===== src/rtl/mem_stage.sv =====
// mem_stage: EXE->MEM pipeline register, writeback select, CSR write data, MEM->ID bypass (optional DRAM_SYNC_EN load-data hold)
module mem_stage #(
   parameter int XLEN                 = 32,
   parameter int PC_WIDTH             = 32,
   parameter int EXE_TO_MEM_BUS_WIDTH = PC_WIDTH + 4*XLEN + 14,
   parameter int MEM_TO_WB_BUS_WIDTH  = PC_WIDTH + XLEN + 1 + 5 + 1 + 12 + XLEN + 2,
   parameter int BYPASS_BUS_WIDTH     = 1 + 5 + XLEN
) (
   input  logic                            clk,
   input  logic                            rst,
   input  logic                            exe_to_mem_valid,
   output logic                            mem_allow_in,
   input  logic                            wb_allow_in,
   output logic                            mem_to_wb_valid,
   output logic                            mem_valid,
   input  logic                            system_flush,
   output logic                            mem_inst_csr,
   input  logic [EXE_TO_MEM_BUS_WIDTH-1:0] exe_to_mem_bus,
   input  logic [XLEN-1:0]                 data_sram_rdata,
   output logic [MEM_TO_WB_BUS_WIDTH-1:0]  mem_to_wb_bus,
   output logic [BYPASS_BUS_WIDTH-1:0]     mem_to_id_bypass_bus
);
   logic                            mem_valid_q, mem_valid_d;
   logic [EXE_TO_MEM_BUS_WIDTH-1:0] bus_q, bus_d;
   logic [PC_WIDTH-1:0]             pc, pc_plus4;
   logic [XLEN-1:0]                 result, dram_rdata, csr_idx, csr_data, ld_data, wb_data, csr_wdata;
   logic [1:0]                      rf_wr_sel, sys_ctrl, csr_op;
   logic                            rf_wr_en, csr_wr_en, accept;
   logic [4:0]                      reg_waddr;
   logic [3:0]                      csr_ctrl;

   assign {pc, result, rf_wr_sel, rf_wr_en, reg_waddr, dram_rdata, csr_idx, csr_ctrl, csr_data, sys_ctrl} = bus_q;
   assign mem_allow_in    = !mem_valid_q || wb_allow_in;
   assign mem_to_wb_valid = mem_valid_q;
   assign mem_valid       = mem_valid_q;
   assign accept          = mem_allow_in && exe_to_mem_valid;

   // flush beats accept; the bus register only moves when a new instruction is taken
   always_comb begin
      mem_valid_d = system_flush ? 1'b0 : mem_allow_in ? exe_to_mem_valid : mem_valid_q;
      bus_d       = accept ? exe_to_mem_bus : bus_q;
   end

   // pipeline state
   always_ff @(posedge clk or negedge rst) begin
      if (!rst) begin
         mem_valid_q <= 1'b0;
         bus_q       <= '0;
      end else begin
         mem_valid_q <= mem_valid_d;
         bus_q       <= bus_d;
      end
   end

`ifdef DRAM_SYNC_EN
   logic            first_cycle_q, first_cycle_d, hold_valid_q, hold_valid_d, capture;
   logic [XLEN-1:0] rdata_hold_q, rdata_hold_d;
   logic            unused;

   assign unused  = ^dram_rdata;
   assign capture = first_cycle_q && !wb_allow_in;
   assign ld_data = hold_valid_q ? rdata_hold_q : data_sram_rdata;

   // RAM data is only present in the first MEM cycle, so latch it if WB stalls us then
   always_comb begin
      first_cycle_d = accept && !system_flush;
      hold_valid_d  = (system_flush || (mem_valid_q && wb_allow_in)) ? 1'b0 : capture ? 1'b1 : hold_valid_q;
      rdata_hold_d  = capture ? data_sram_rdata : rdata_hold_q;
   end

   // load-data hold state
   always_ff @(posedge clk or negedge rst) begin
      if (!rst) begin
         first_cycle_q <= 1'b0;
         hold_valid_q  <= 1'b0;
         rdata_hold_q  <= '0;
      end else begin
         first_cycle_q <= first_cycle_d;
         hold_valid_q  <= hold_valid_d;
         rdata_hold_q  <= rdata_hold_d;
      end
   end
`else
   logic unused;

   assign unused  = ^data_sram_rdata;
   assign ld_data = dram_rdata;
`endif

   logic unused_fields;
   assign unused_fields = ^{csr_idx[XLEN-1:12], csr_ctrl[2]};

   // writeback value and Zicsr read-modify-write data
   always_comb begin
      csr_op    = csr_ctrl[1:0];
      pc_plus4  = pc + PC_WIDTH'(4);
      wb_data   = rf_wr_sel == 2'b00 ? result :
                  rf_wr_sel == 2'b01 ? ld_data :
                  rf_wr_sel == 2'b10 ? XLEN'(pc_plus4) : csr_data;
      csr_wdata = csr_op == 2'b01 ? result :
                  csr_op == 2'b10 ? (csr_data | result) :
                  csr_op == 2'b11 ? (csr_data & ~result) : csr_data;
      csr_wr_en = csr_ctrl[3] & mem_valid_q & (csr_op != 2'b00);
   end

   assign mem_inst_csr         = csr_ctrl[3] & mem_valid_q;
   assign mem_to_wb_bus        = {pc, wb_data, rf_wr_en & mem_valid_q, reg_waddr, csr_wr_en, csr_idx[11:0], csr_wdata, sys_ctrl};
   assign mem_to_id_bypass_bus = {rf_wr_en & mem_valid_q, reg_waddr, wb_data};
endmodule


===== config.mk =====
export PLATFORM = sky130hd
export DESIGN_NAME = mem_stage
export DESIGN_NICKNAME = d
export VERILOG_FILES = /design/src/rtl/mem_stage.sv
export SDC_FILE = /design/constraint.sdc
export NUM_CORES = 1
export LEC_CHECK = 0
export CAP_MARGIN = 20
export CORE_MARGIN = 4
export CORE_UTILIZATION = 43
export CTS_CLUSTER_DIAMETER = 40
export DETAILED_ROUTE_END_ITERATION = 10
export HOLD_SLACK_MARGIN = 0.1
export PLACE_DENSITY = 0.81
export SLEW_MARGIN = 40
export SYNTH_ARGS = -nofsm -noshare
export SYNTH_HDL_FRONTEND = slang
export SYNTH_SLANG_ARGS = --single-unit

===== constraint.sdc =====
create_clock -name clk -period 3 [get_ports clk]
set_input_delay 0.45 -clock clk [delete_from_list [all_inputs] [get_ports clk]]
set_output_delay 0.45 -clock clk [all_outputs]
set_load 0.01 [all_outputs]

==> flow_results.org <==
** Run status
- Outcome :: completed

** Worst setup path
- Worst flop-to-flop path startpoint :: mem_to_wb_valid
- At the worst endpoint, the arrival time is 2480 ps.
- Kind of critical path :: reg2out
- Of all nets on the critical path, the largest fanout is 6.
- For the worst setup path, the data required time is between 2000 and 3000 ps.
- The worst setup path is captured at an output pin.
- The worst setup path is launched from a flip-flop.
- The most critical setup path has its startpoint at bus_q[145].

** Synth
- Cell types with the largest area share after synthesis :: sky130_fd_sc_hd__dfrtp_1 45%, sky130_fd_sc_hd__mux2_2 20%, sky130_fd_sc_hd__buf_4 8.0%, sky130_fd_sc_hd__mux4_2 7.9%, sky130_fd_sc_hd__a211oi_1 5.5%
- For this run, asynchronously set or reset flops after synthesis account for 100.0%.
- Number of instances in the synthesized netlist :: about 700
- Of the post-synthesis cell area, the dominant cell type holds between 40 and 50%.
- Post-synth top area cell :: sky130_fd_sc_hd__dfrtp_1
- Most used flip-flop cell after synthesis :: sky130_fd_sc_hd__dfrtp_1
- Top cell types by occurrence after synthesis :: 154 x sky130_fd_sc_hd__dfrtp_1, 153 x sky130_fd_sc_hd__mux2_2, 91 x sky130_fd_sc_hd__buf_4
- For this run, the number of Yosys warnings is 0.
- When the netlist entered floorplanning its net count stood at a little over 900.
- Among all cell types in the netlist, the one instantiated most often is sky130_fd_sc_hd__dfrtp_1.
- The share of the Yosys chip area taken by registers is approximately 45%.
- In this run the mean area of a mapped cell was about 12 um^2.
- Synthesized flop and latch total :: 154
- Cell area after synthesis :: 8584 um^2
- Counting flops with a built-in enable in the synthesized netlist gives 0.
- The synthesized netlist contains 35 unique library cells.

** STA
- Setup repair after global routing could not meet its margin everywhere.
- Setup violations remaining at the end of the flow were counted as 0.
- Tmin final :: 2928 ps
- For this run, the top clock speed supported by timing is 0.3416 GHz.
- Max-slew headroom at the worst pin :: roughly three fifths
- Setup slack on the critical path of the routed design comes to around 72 ps.
- For the final database, setup skew stands at roughly 8.6 ps.
- Max-slew violation total from the final report :: 0
- The worst path uses between 90% and 100% of the clock period.
- At the pin with the least slew margin, the transition time is 626.7 ps.
- The number of endpoints with negative hold slack in the final report is 0.

** Placement
- The wire-length estimate of the detail-placed layout is ~17 mm.
- Count of port buffers added during placement :: ~320
- GP Congestion :: about 0.78
- Placement Cell Area :: around 11,000 um^2
- Setup slack at placement :: around 160 ps

** Global routing
- Initial antenna violation count :: 0
- Remaining global-route overflow :: 0
- Global routing used between 20% and 30% of the available tracks across all layers.
- Entering global routing, the biggest net connects slightly above 80 pins.
- The number of global-route vias before repair came to 6,769.
- The first global-routing pass estimated between 30 and 40 mm of wire.

** Finish
- Number of nets in the finished design :: ~1,200
- After filler insertion, the fill cell instance count of the layout stands at 1,556.
- Fraction of layout instances using a drive strength above 1 :: 29.23%
- Final design area excluding fillers :: around 12,000 um^2
- Antenna fix cells :: 0
- Relative to the synthesized area, the layout overhead comes to 43.16%.

** Die
- Count of pins on the block boundary :: 370
- Die boundary height :: ~150 um
- Initial standard-cell utilization of the core :: between 40% and 50%
- Area of the die :: approximately 22,000 um^2
- The core region is between 15,000 and 20,000 um^2.
- Rows :: 51
- Chip Width :: 149.3 um

** Clock network
- Library cell used as clock root buffer :: sky130_fd_sc_hd__clkbuf_16
- Clk buf depth :: 2
- TritonCTS built the clock tree.
- Clock latency on the worst-skew pair :: between 400 and 500 ps
- CTS Buf Count :: 17
- Clock sink total :: between 150 and 200
- After clock tree synthesis, the clock-pin slew on the worst setup and hold paths is about 60 ps.
- CTS H-tree depth :: 4

** Route
- Dividing the detail-routed wire length by the instance count gives between 20 and 25 um.
- In this run, the number of DRC markers left after iteration 0 of detailed routing was between 200 and 300.
- Total vias in the final route :: approximately 6,400
- Dividing the detail-routed via count by the number of cells gives between 5 and 6.
- Detailed-route DRC error count :: 0
- Wires add up to approximately 25 mm.
- Number of iterations in the first detailed-routing pass :: 4
- ANT nets after route :: 0

** Flow run
- Max-cap check violation count :: 0

** Hold path
- The startpoint identified for the worst hold timing path is bus_q[37].
- Hold crit path type :: reg2reg

** Pwr
- Power Density :: 608.4 nW/um^2
- The worst-case IR drop observed on VDD is about 0.00037 V.
- Leakage power figure :: slightly below 5 nW
==> final cells by class <==
cell class / instances / area, um^2 / share of cell area [%]
Tap cell: 265 / 331.6 / 2.698
Inverter: 2 / 7.507 / 0.06109
Timing Repair Buffer: 357 / 3508 / 28.55
Multi-Input combinational cell: 408 / 3901 / 31.75
Sequential cell: 154 / 3862 / 31.43
Clock inverter: 11 / 245.2 / 1.996
Clock buffer: 19 / 432.9 / 3.523
==> registers in the layout, indices dropped and copies added, names as in the netlist <==
signal / flops
mem_to_wb_valid: 1
bus_q: 153
==> where the power goes <==
group	internal (mW)	switching, mW	leakage, nW
Combinational	1.40	0.989	2.78
Sequential	2.34	0.236	1.80
Clock	1.64	0.874	0.327
==> worst paths after layout <==
path | endpoint | depth (start not counted) | slack, ps
min | bus_q[37] | 1 | 500
max in group asynchronous | bus_q[70] | 3 | 1600
max reg2reg | bus_q[126] | 4 | 1370
max | mem_to_id_bypass_bus[9] | 7 | 70
min in group asynchronous | bus_q[145] | 2 | 570
min reg2reg | bus_q[37] | 1 | 500
==> stage by stage <==
step / power, mW / setup TNS [ps] / util, % / cells / hold WS [ps]
floorplan: 3.941 / 0 / - / 696 / 154.4
global placement: 5.042 / 0 / 58.84 / 1169 / 482.3
global route: 7.832 / -91.23 / 62.94 / 1216 / 513.0
CTS: 7.554 / -1.180 / 62.73 / 1213 / 504.4
detailed placement: 5.086 / 0 / 58.84 / 1169 / 489.9
finish: 7.477 / 0 / 62.94 / 1216 / 502.0
==> logic make-up (layout without fill, tap and decap cells) <==
logic type                 after synthesis  after routing  share of synthesized area [%]
AOI/OAI and AO/OA                       71             71                          6.034
xor gates and xnor gates                27             27                          2.755
adders and majority gates                1              1                         0.1457
buffers and inverters                  135            389                          10.17
DFF                                    154            154                          44.89
muxes                                  185            185                          28.17
and+or+nand+nor                        123            124                          7.827
==> layout by cell type (no fill, tap or decap), types with 2 or more instances in the layout <==
cell and count:
sky130_fd_sc_hd__clkdlybuf4s50_1 269, sky130_fd_sc_hd__mux2_2 153, sky130_fd_sc_hd__dfrtp_1 147, sky130_fd_sc_hd__a211oi_1 63, sky130_fd_sc_hd__nor2_1 34, sky130_fd_sc_hd__nor2b_1 33
sky130_fd_sc_hd__mux4_2 30, sky130_fd_sc_hd__buf_4 30, sky130_fd_sc_hd__dlygate4sd2_1 24, sky130_fd_sc_hd__xnor2_1 23, sky130_fd_sc_hd__nand3_1 17, sky130_fd_sc_hd__clkbuf_16 17
sky130_fd_sc_hd__clkdlybuf4s15_1 15, sky130_fd_sc_hd__nand4_1 7, sky130_fd_sc_hd__nand2_1 7, sky130_fd_sc_hd__dfrtp_2 7, sky130_fd_sc_hd__bufinv_16 7, sky130_fd_sc_hd__buf_12 7
sky130_fd_sc_hd__and3_1 6, sky130_fd_sc_hd__clkbuf_2 6, sky130_fd_sc_hd__a21oi_1 5, sky130_fd_sc_hd__and2_1 4, sky130_fd_sc_hd__xor2_1 4, sky130_fd_sc_hd__clkinv_4 4
sky130_fd_sc_hd__buf_6 4, sky130_fd_sc_hd__and4_4 3, sky130_fd_sc_hd__and4_1 2, sky130_fd_sc_hd__and3_4 2, sky130_fd_sc_hd__nand4b_1 2, sky130_fd_sc_hd__mux2i_1 2
sky130_fd_sc_hd__inv_1 2, sky130_fd_sc_hd__clkbuf_1 2
==> worst max-delay path: stages, from the launching register on <==
cell and delay [ps]:
sky130_fd_sc_hd__dfrtp_2 430, sky130_fd_sc_hd__buf_4 180, sky130_fd_sc_hd__and4_4 210, sky130_fd_sc_hd__buf_12 130, sky130_fd_sc_hd__buf_4 130, sky130_fd_sc_hd__xor2_1 150
sky130_fd_sc_hd__mux4_2 500, sky130_fd_sc_hd__dlygate4sd2_1 310
==> timing repair <==
item	in CTS	in global routing
pin swaps	2	2
hold endpoints to repair	61	0
gates resized for setup	59	32
endpoints found under the setup margin	46	38
setup buffers	12	2
gates cloned	1	1
hold buffers	1	0
==> per-layer routing <==
layer  part of all wire (%)  global-route usage, %
met5                      0                      0
met4                    1.8                  5.950
met3                    8.0                  6.503
met2                     50                  37.61
met1                     40                  27.91
No activity file was read; power rests on OpenSTA's default activity.
